## src/rtl/sm83_shift_seq.sv

```systemverilog
// Multi-cycle shift/rotate unit for the SM83 CB-prefixed shift group.
// Builds the result SLICE bits per cycle, least-significant slice first.
module sm83_shift_seq #(
  parameter int WIDTH = 8,
  parameter int SLICE = 4
) (
  input  logic             clk,
  input  logic             nreset,
  input  logic             start,
  input  logic [2:0]       op,
  input  logic [WIDTH-1:0] operand,
  input  logic             carry_in,
  output logic             busy,
  output logic             done,
  output logic [WIDTH-1:0] result,
  output logic             shift_out,
  output logic             flag_z,
  output logic             flag_c,
  output logic             flag_n,
  output logic             flag_h,
  output logic [1:0]       dbg_state
);

  localparam int N    = WIDTH / SLICE;
  localparam int CW   = (N > 1) ? $clog2(N) : 1;
  localparam int HALF = WIDTH / 2;

  localparam logic [2:0] OP_RLC  = 3'd0;
  localparam logic [2:0] OP_RRC  = 3'd1;
  localparam logic [2:0] OP_RL   = 3'd2;
  localparam logic [2:0] OP_RR   = 3'd3;
  localparam logic [2:0] OP_SLA  = 3'd4;
  localparam logic [2:0] OP_SRA  = 3'd5;
  localparam logic [2:0] OP_SWAP = 3'd6;
  localparam logic [2:0] OP_SRL  = 3'd7;

  if ((WIDTH % 2) != 0 || SLICE < 1 || (WIDTH % SLICE) != 0) begin : g_bad_params
    $error("sm83_shift_seq: WIDTH must be even and a multiple of SLICE");
  end

  typedef enum logic [1:0] {
    ST_IDLE = 2'd0,
    ST_RUN  = 2'd1,
    ST_DONE = 2'd2
  } state_e;

  state_e           state_q;
  logic [CW-1:0]    cnt_q;
  logic [WIDTH-1:0] x_q;
  logic [2:0]       op_q;
  logic             cin_q;
  logic [WIDTH-1:0] result_q;
  logic             shift_out_q;
  logic             flag_z_q;
  logic             flag_c_q;

  logic [WIDTH-1:0] f_full;
  logic [WIDTH-1:0] result_d;
  logic             accept;
  logic             last_slice;

  function automatic logic shift_bit(input logic [2:0] o, input logic [WIDTH-1:0] x);
    case (o)
      OP_RLC, OP_RL, OP_SLA: shift_bit = x[WIDTH-1];
      OP_SWAP:               shift_bit = 1'b0;
      default:               shift_bit = x[0];
    endcase
  endfunction

  function automatic logic [WIDTH-1:0] full_result(input logic [2:0] o,
                                                   input logic [WIDTH-1:0] x,
                                                   input logic cin);
    case (o)
      OP_RLC:  full_result = {x[WIDTH-2:0], x[WIDTH-1]};
      OP_RRC:  full_result = {x[0], x[WIDTH-1:1]};
      OP_RL:   full_result = {x[WIDTH-2:0], cin};
      OP_RR:   full_result = {cin, x[WIDTH-1:1]};
      OP_SLA:  full_result = {x[WIDTH-2:0], 1'b0};
      OP_SRA:  full_result = {x[WIDTH-1], x[WIDTH-1:1]};
      OP_SWAP: full_result = {x[HALF-1:0], x[WIDTH-1:HALF]};
      OP_SRL:  full_result = {1'b0, x[WIDTH-1:1]};
      default: full_result = '0;
    endcase
  endfunction

  // Handshake: a request is taken on any edge where start=1 and busy=0
  // (IDLE or DONE); start while busy is dropped, never queued.
  assign accept     = start && (state_q != ST_RUN);
  assign last_slice = (cnt_q == CW'(N - 1));
  assign f_full     = full_result(op_q, x_q, cin_q);

  // Merge the slice selected by the counter into the partially built result.
  always_comb begin
    result_d = result_q;
    for (int i = 0; i < N; i++) begin
      if (cnt_q == CW'(i)) begin
        result_d[i*SLICE +: SLICE] = f_full[i*SLICE +: SLICE];
      end
    end
  end

  always_ff @(posedge clk) begin
    if (!nreset) begin
      state_q     <= ST_IDLE;
      cnt_q       <= '0;
      x_q         <= '0;
      op_q        <= '0;
      cin_q       <= 1'b0;
      result_q    <= '0;
      shift_out_q <= 1'b0;
      flag_z_q    <= 1'b0;
      flag_c_q    <= 1'b0;
    end else if (accept) begin
      state_q     <= ST_RUN;
      cnt_q       <= '0;
      x_q         <= operand;
      op_q        <= op;
      cin_q       <= carry_in;
      result_q    <= '0;
      shift_out_q <= shift_bit(op, operand);
    end else begin
      case (state_q)
        ST_RUN: begin
          result_q <= result_d;
          if (last_slice) begin
            flag_z_q <= (f_full == '0);
            flag_c_q <= shift_out_q;
            state_q  <= ST_DONE;
          end else begin
            cnt_q <= cnt_q + CW'(1);
          end
        end
        ST_DONE: state_q <= ST_IDLE;
        default: state_q <= ST_IDLE;
      endcase
    end
  end

  assign busy      = (state_q == ST_RUN);
  assign done      = (state_q == ST_DONE);
  assign result    = result_q;
  assign shift_out = shift_out_q;
  assign flag_z    = flag_z_q;
  assign flag_c    = flag_c_q;
  assign flag_n    = 1'b0;
  assign flag_h    = 1'b0;
  assign dbg_state = state_q;

  a_done_result: assert property (@(posedge clk) disable iff (!nreset)
    done |-> (result == f_full && flag_z == (f_full == '0) && flag_c == shift_out_q));
  a_done_pulse: assert property (@(posedge clk) disable iff (!nreset)
    done |=> !done);

endmodule

```

## config.mk

```make
export PLATFORM = sky130hd
export DESIGN_NAME = sm83_shift_seq
export DESIGN_NICKNAME = d
export VERILOG_FILES = /design/src/rtl/sm83_shift_seq.sv
export SDC_FILE = /design/constraint.sdc
export NUM_CORES = 1
export LEC_CHECK = 0
export CAP_MARGIN = 20
export CORE_UTILIZATION = 43
export DETAILED_ROUTE_END_ITERATION = 10
export PLACE_DENSITY = 0.73
export SETUP_SLACK_MARGIN = 0.02
export SLEW_MARGIN = 30
export SYNTH_ARGS = -nofsm -noshare
export SYNTH_HDL_FRONTEND = slang
export SYNTH_SLANG_ARGS = --single-unit
```

## constraint.sdc

```tcl
create_clock -name clk -period 1.26 [get_ports clk]
set_input_delay 0.252 -clock clk [delete_from_list [all_inputs] [get_ports clk]]
set_output_delay 0.252 -clock clk [all_outputs]
set_load 0.005 [all_outputs]
```

* Yosys cells after proc, flatten, opt, wreduce, memory -nomap -nowiden
Cells that the tools add are included.
** Word-level totals
- Bits in registers :: 26
- Input port bits :: 15
- Output and inout bits :: 17
- Word-level logic and storage cells :: 46
** Cells by class
- Add/sub/neg operators :: 1
- Equality and inequality tests :: 14
- Muxes and demuxes :: 6
- Bitwise gates (word level) :: 4
- Reduce and logical (&&, ||, !) cells :: 10
** Operators by type and width (count)
- $pmux W8 S8 :: 1
- $eq A3 B3 Y1 const B :: 6
- $eq A3 B2 Y1 const B :: 3
- $logic_not A8 Y1 :: 1
- $logic_not A3 Y1 :: 2
- $reduce_or A3 Y1 :: 2
- $mux W1 :: 4
- $not A1 Y1 :: 4
- $reduce_and A2 Y1 :: 2
- $eq A3 B1 Y1 const B :: 1
- $ne A3 B1 Y1 const B :: 1
- $reduce_and A3 Y1 :: 1
- $eq A2 B1 Y1 const B :: 1
- $eq A2 B2 Y1 const B :: 1
- $ne A2 B1 Y1 const B :: 1
- $pmux W1 S2 :: 1
- $reduce_or A2 Y1 :: 1
- $add A1 B1 Y1 const B :: 1
- $logic_and A1 B1 Y1 :: 1

* Logic depth before layout (Yosys ltp)
- Depth after elaboration :: 4
- Depth in mapped cells :: 5
- Mapped depth without buffers :: 5

* Worst setup path before layout
Ideal clock, no wire load.
- Kind :: register to register
- Start :: reg state_q[1], in the netlist dbg_state[1]
- End :: reg flag_c_q, in the netlist flag_c
- Arrival :: 1.173 ns
- Required time :: 1.145 ns
- Path slack :: -0.028 ns
- Stages on the path, launching flop included :: 6
- Buffers on the path :: 0
- Period minus slack after synthesis :: 1.288 ns
- Path through :: dfxtp_1 > nand2b_1 > inv_2 > nand2_2 > mux2_1 > and2_1
** Between the ends
- Elaborated cells between the ends (all ways) :: 5
** RTL lines
- start: declaration :: line 47 : state_e state_q;
- start signal: assignment :: line 104 : state_q <= ST_IDLE;
- start signal: assignment :: line 114 : state_q <= ST_RUN;
- start signal: assignment :: line 128 : state_q <= ST_DONE;
- $eq A2 B1 Y1
- net busy :: line 13 : output logic busy,
- $reduce_and A3 Y1 (no source line)
- end signal: assignment :: line 127 : flag_c_q <= shift_out_q;
- end: declaration :: line 55 : logic flag_c_q;
The timed path passes the listed nets, and every way through them passes these cells.
A chain may end at the register's enable or synchronous reset.

* Worst setup path after layout
- Start :: reg op_q[1]
- End :: reg flag_z_q, in the netlist flag_z
** Between the ends
- Longest elaborated chain between the ends :: 3
- Elaborated cells between the ends (all ways) :: 10
** RTL lines
- start: declaration :: line 50 : logic [2:0] op_q;
- start signal: assignment :: line 117 : op_q <= op;
- $eq A3 B3 Y1, or another cell as far along :: line 73 : case (o)
- $pmux W8 S8 (*) :: line 73
- $logic_not A8 Y1 (*) :: line 126 : flag_z_q <= (f_full == '0);
- end signal: assignment :: line 126
- end: declaration :: line 54 : logic flag_z_q;
Every way passes the cells marked *; elsewhere a longest branch is shown, timed or not.

==> flow_metrics.env <==
export IMPL_status="finished with violations"
export IMPL_violations="DRC, setup timing"
export IMPL_ctsLongestPathBuffers=2
export IMPL_io_buffers=29
export IMPL_worstHoldEndpoint="cin_q"
export IMPL_finalSetupTns_ns=-0.527
export IMPL_rr_endpoint="flag_z"
export IMPL_synth_avg_cell_area_um2=8.55
export IMPL_drive_gt1_share_pct=45.3
export IMPL_drv_cap=0
export IMPL_switching_share_pct=27.8
export IMPL_holdPathStages=3
export IMPL_yosys_top_cells_area="dfxtp_1, nand2_1, a21boi_0"
export IMPL_p_per_area_nw_per_um2=948
export IMPL_final_cells=245
export IMPL_clock_skew_ns=0.00814
export IMPL_clk_latency_ns=0.34
export IMPL_finalSetupViolCount=8
export IMPL_cts_made_buffers=3
export IMPL_final_nets=230
export IMPL_critPathKind="register to register"
export IMPL_grt_max_degree=16
export IMPL_critPathMaxStageDelay_ns=0.40
export IMPL_die_h_um=56.8
export IMPL_route_detailed_drc=2
export IMPL_period_share_pct=116
export IMPL_gp_congestion=0.915
export IMPL_final_max_slew_viol_count=0
export IMPL_dr_pass1_iters=7
export IMPL_reg2reg_slack_ns=-0.20
export IMPL_vias=1340
export IMPL_reg2reg_depth=6
export IMPL_whs_ns=0.442
export IMPL_worstPathRequired_ns=1.51
export IMPL_layout_setup_ws_ns=-0.200
export IMPL_synth_warnings=0
export IMPL_grt_pass1_vias=1323
export IMPL_start_util_pct=46.0
export IMPL_final_util_pct=76.9
export IMPL_rsz0062_at_grt="yes"
export IMPL_p_switching_mw=0.568
export IMPL_htreeDepth=1
export IMPL_worstReg2RegStart="op_q[1]"
export IMPL_drt_total_wl_um=4200
export IMPL_grt_overflow_total=0
export IMPL_hpwl_um=2640
export IMPL_drtIter0Drc=58
export IMPL_p_leak_nw=0.960
export IMPL_synth_area_um2=1290
export IMPL_ant_nets=0
export IMPL_synth_edff_count=0
export IMPL_min_period_ns=1.46
export IMPL_max_freq_mhz=685
export IMPL_ios=32
export IMPL_cts_root_buf="clkbuf_4"
export IMPL_async_flop_share_pct=0
export IMPL_crit_fanout=5
export IMPL_startpoint_type="register"
export IMPL_synth_top_cell_area_share_pct=40.3
export IMPL_dieArea_um2=3230
export IMPL_place_ws_ns=-0.169
export IMPL_cp_cell_sequence="buf_6 > buf_4 > nand3b_1 > o211a_1 > o211ai_1 > o31ai_1"
export IMPL_antenna_found_initial=0
export IMPL_routedWlPerCell_um=17.2
export IMPL_hp_class="input port to register"
export IMPL_cts_clk_slew_worst_paths_ns=0.16
export IMPL_netlist_cell_type_count=42
export IMPL_via_per_inst=5.47
export IMPL_cts_tree="yes"
export IMPL_clkSinkCount=26
export IMPL_antennaDiodeCount=0
export IMPL_p_comb_share_pct=26.6
export IMPL_final_hold_viol_count=0
export IMPL_area_growth_pct=67.2
export IMPL_fillers=183
export IMPL_min_from="carry_in"
export IMPL_end_kind="register"
export IMPL_cp_slowest_cell="dfxtp_4"
export IMPL_fp_dieW_um=56.8
export IMPL_synth_ff_type="dfxtp_1"
export IMPL_rows=19
export IMPL_intPower_mw=1.48
export IMPL_grt_pass1_wl_um=6090
export IMPL_ys_seq_area_share_pct=40.3
export IMPL_mostFrequentLayoutCells="nand2_1, buf_4, dfxtp_2, clkdlybuf4s50_1, dlygate4sd2_1"
export IMPL_cp_data_arrival_time_ns=1.71
export IMPL_synth_top_area_cell="dfxtp_1"
export IMPL_core_area_um2=2810
export IMPL_pwr_share_seq_pct=43.8
export IMPL_dp_cells=231
export IMPL_ys_ff_latch=26
export IMPL_vdd_drop_max_uv=621
export IMPL_p_clk_share_pct=29.6
export IMPL_synthCells=151
export IMPL_globalRouteTotalUtil_pct=24.5
==> what timing repair did <==
item                       in CTS  in global routing
setup endpoints to repair      35                 28
resized for setup              56                 49
buffers inserted                6                  2
pin swaps                       9                 19
gates cloned                    0                  2
hold buffers                    0                  0
==> cell type report <==
class | instances | area, um^2 | share of cell area (%)
timing repair buffer | 66 | 627 | 29.0
clock inverter | 1 | 30.0 | 1.39
tap | 31 | 38.8 | 1.80
clock buffer | 3 | 22.5 | 1.04
inverter | 3 | 17.5 | 0.812
multi-input combinational | 115 | 877 | 40.6
sequential | 26 | 546 | 25.3
==> cells in the mapped netlist (3+ instances only) <==
cell type and instances:
mux2i_1 3, nor2_1 6, nand2b_1 5, dfxtp_1 26, a211oi_1 3, o211ai_1 4
and2_1 3, a21oi_1 7, buf_2 3, nand2_1 34, a21boi_0 13
==> worst max path at each step <==
stage	from	to	slack, ns	cells after the start
floorplan	op_q[2]	flag_z	0.02	5
global placement	op_q[2]	flag_z	-0.17	5
detailed placement	start	x_q[6]	-0.17	5
CTS	dbg_state[0]	busy	-0.11	4
global route	op_q[1]	flag_z	-0.23	6
finish	op_q[1]	flag_z	-0.20	6
==> power groups by stage <==
stage	combinational [mW]	clock, mW	sequential [mW]
3_5_place_dp	0.391	0	0.914
4_1_cts	0.442	0.589	0.892
6_report	0.543	0.606	0.896
2_1_floorplan	0.185	0	0.913
5_1_grt	0.577	0.630	0.900
3_3_place_gp	0.385	0	0.913
==> worst max-delay path: cells and delay by family (launching register included) <==
family	cells	cell delay (ns)
flip-flops	1	0.40
AO/OA/AOI/OAI	3	0.51
AND/OR/NAND/NOR	1	0.20
buffers and inverters	2	0.27
==> kinds of logic after synthesis <==
| family | after synthesis | synth area share [%] |
|---|---|---|
| AO/OA/AOI/OAI | 45 | 27.8 |
| buffers and inverters | 11 | 4.94 |
| flip-flops | 26 | 40.3 |
| multiplexers | 4 | 3.20 |
| other | 1 | 0.290 |
| AND/OR/NAND/NOR | 64 | 23.4 |
==> through the flow <==
stage                     total power [mW]  area (um^2)
final                                 2.05         2160
after global routing                  2.11         2160
after CTS                             1.92         1990
after detailed placement              1.30         1810
after global placement                1.30         1810
after floorplan                       1.10         1310
==> routing by layer <==
layer / share of wire (%) / global-route usage (%)
met2: 50 / 42.0
met5: 0 / 0
met3: 3.9 / 3.00
met4: 1.9 / 8.71
met1: 44 / 31.6
==> flip-flops by register name, summed over array words and instances, names as in the netlist <==
name / cells
op_q: 3
shift_out: 1
cin_q: 1
dbg_state: 2
flag_z: 1
x_q: 8
flag_c: 1
result: 8
cnt_q: 1
Power figures use the tool's default switching activity.
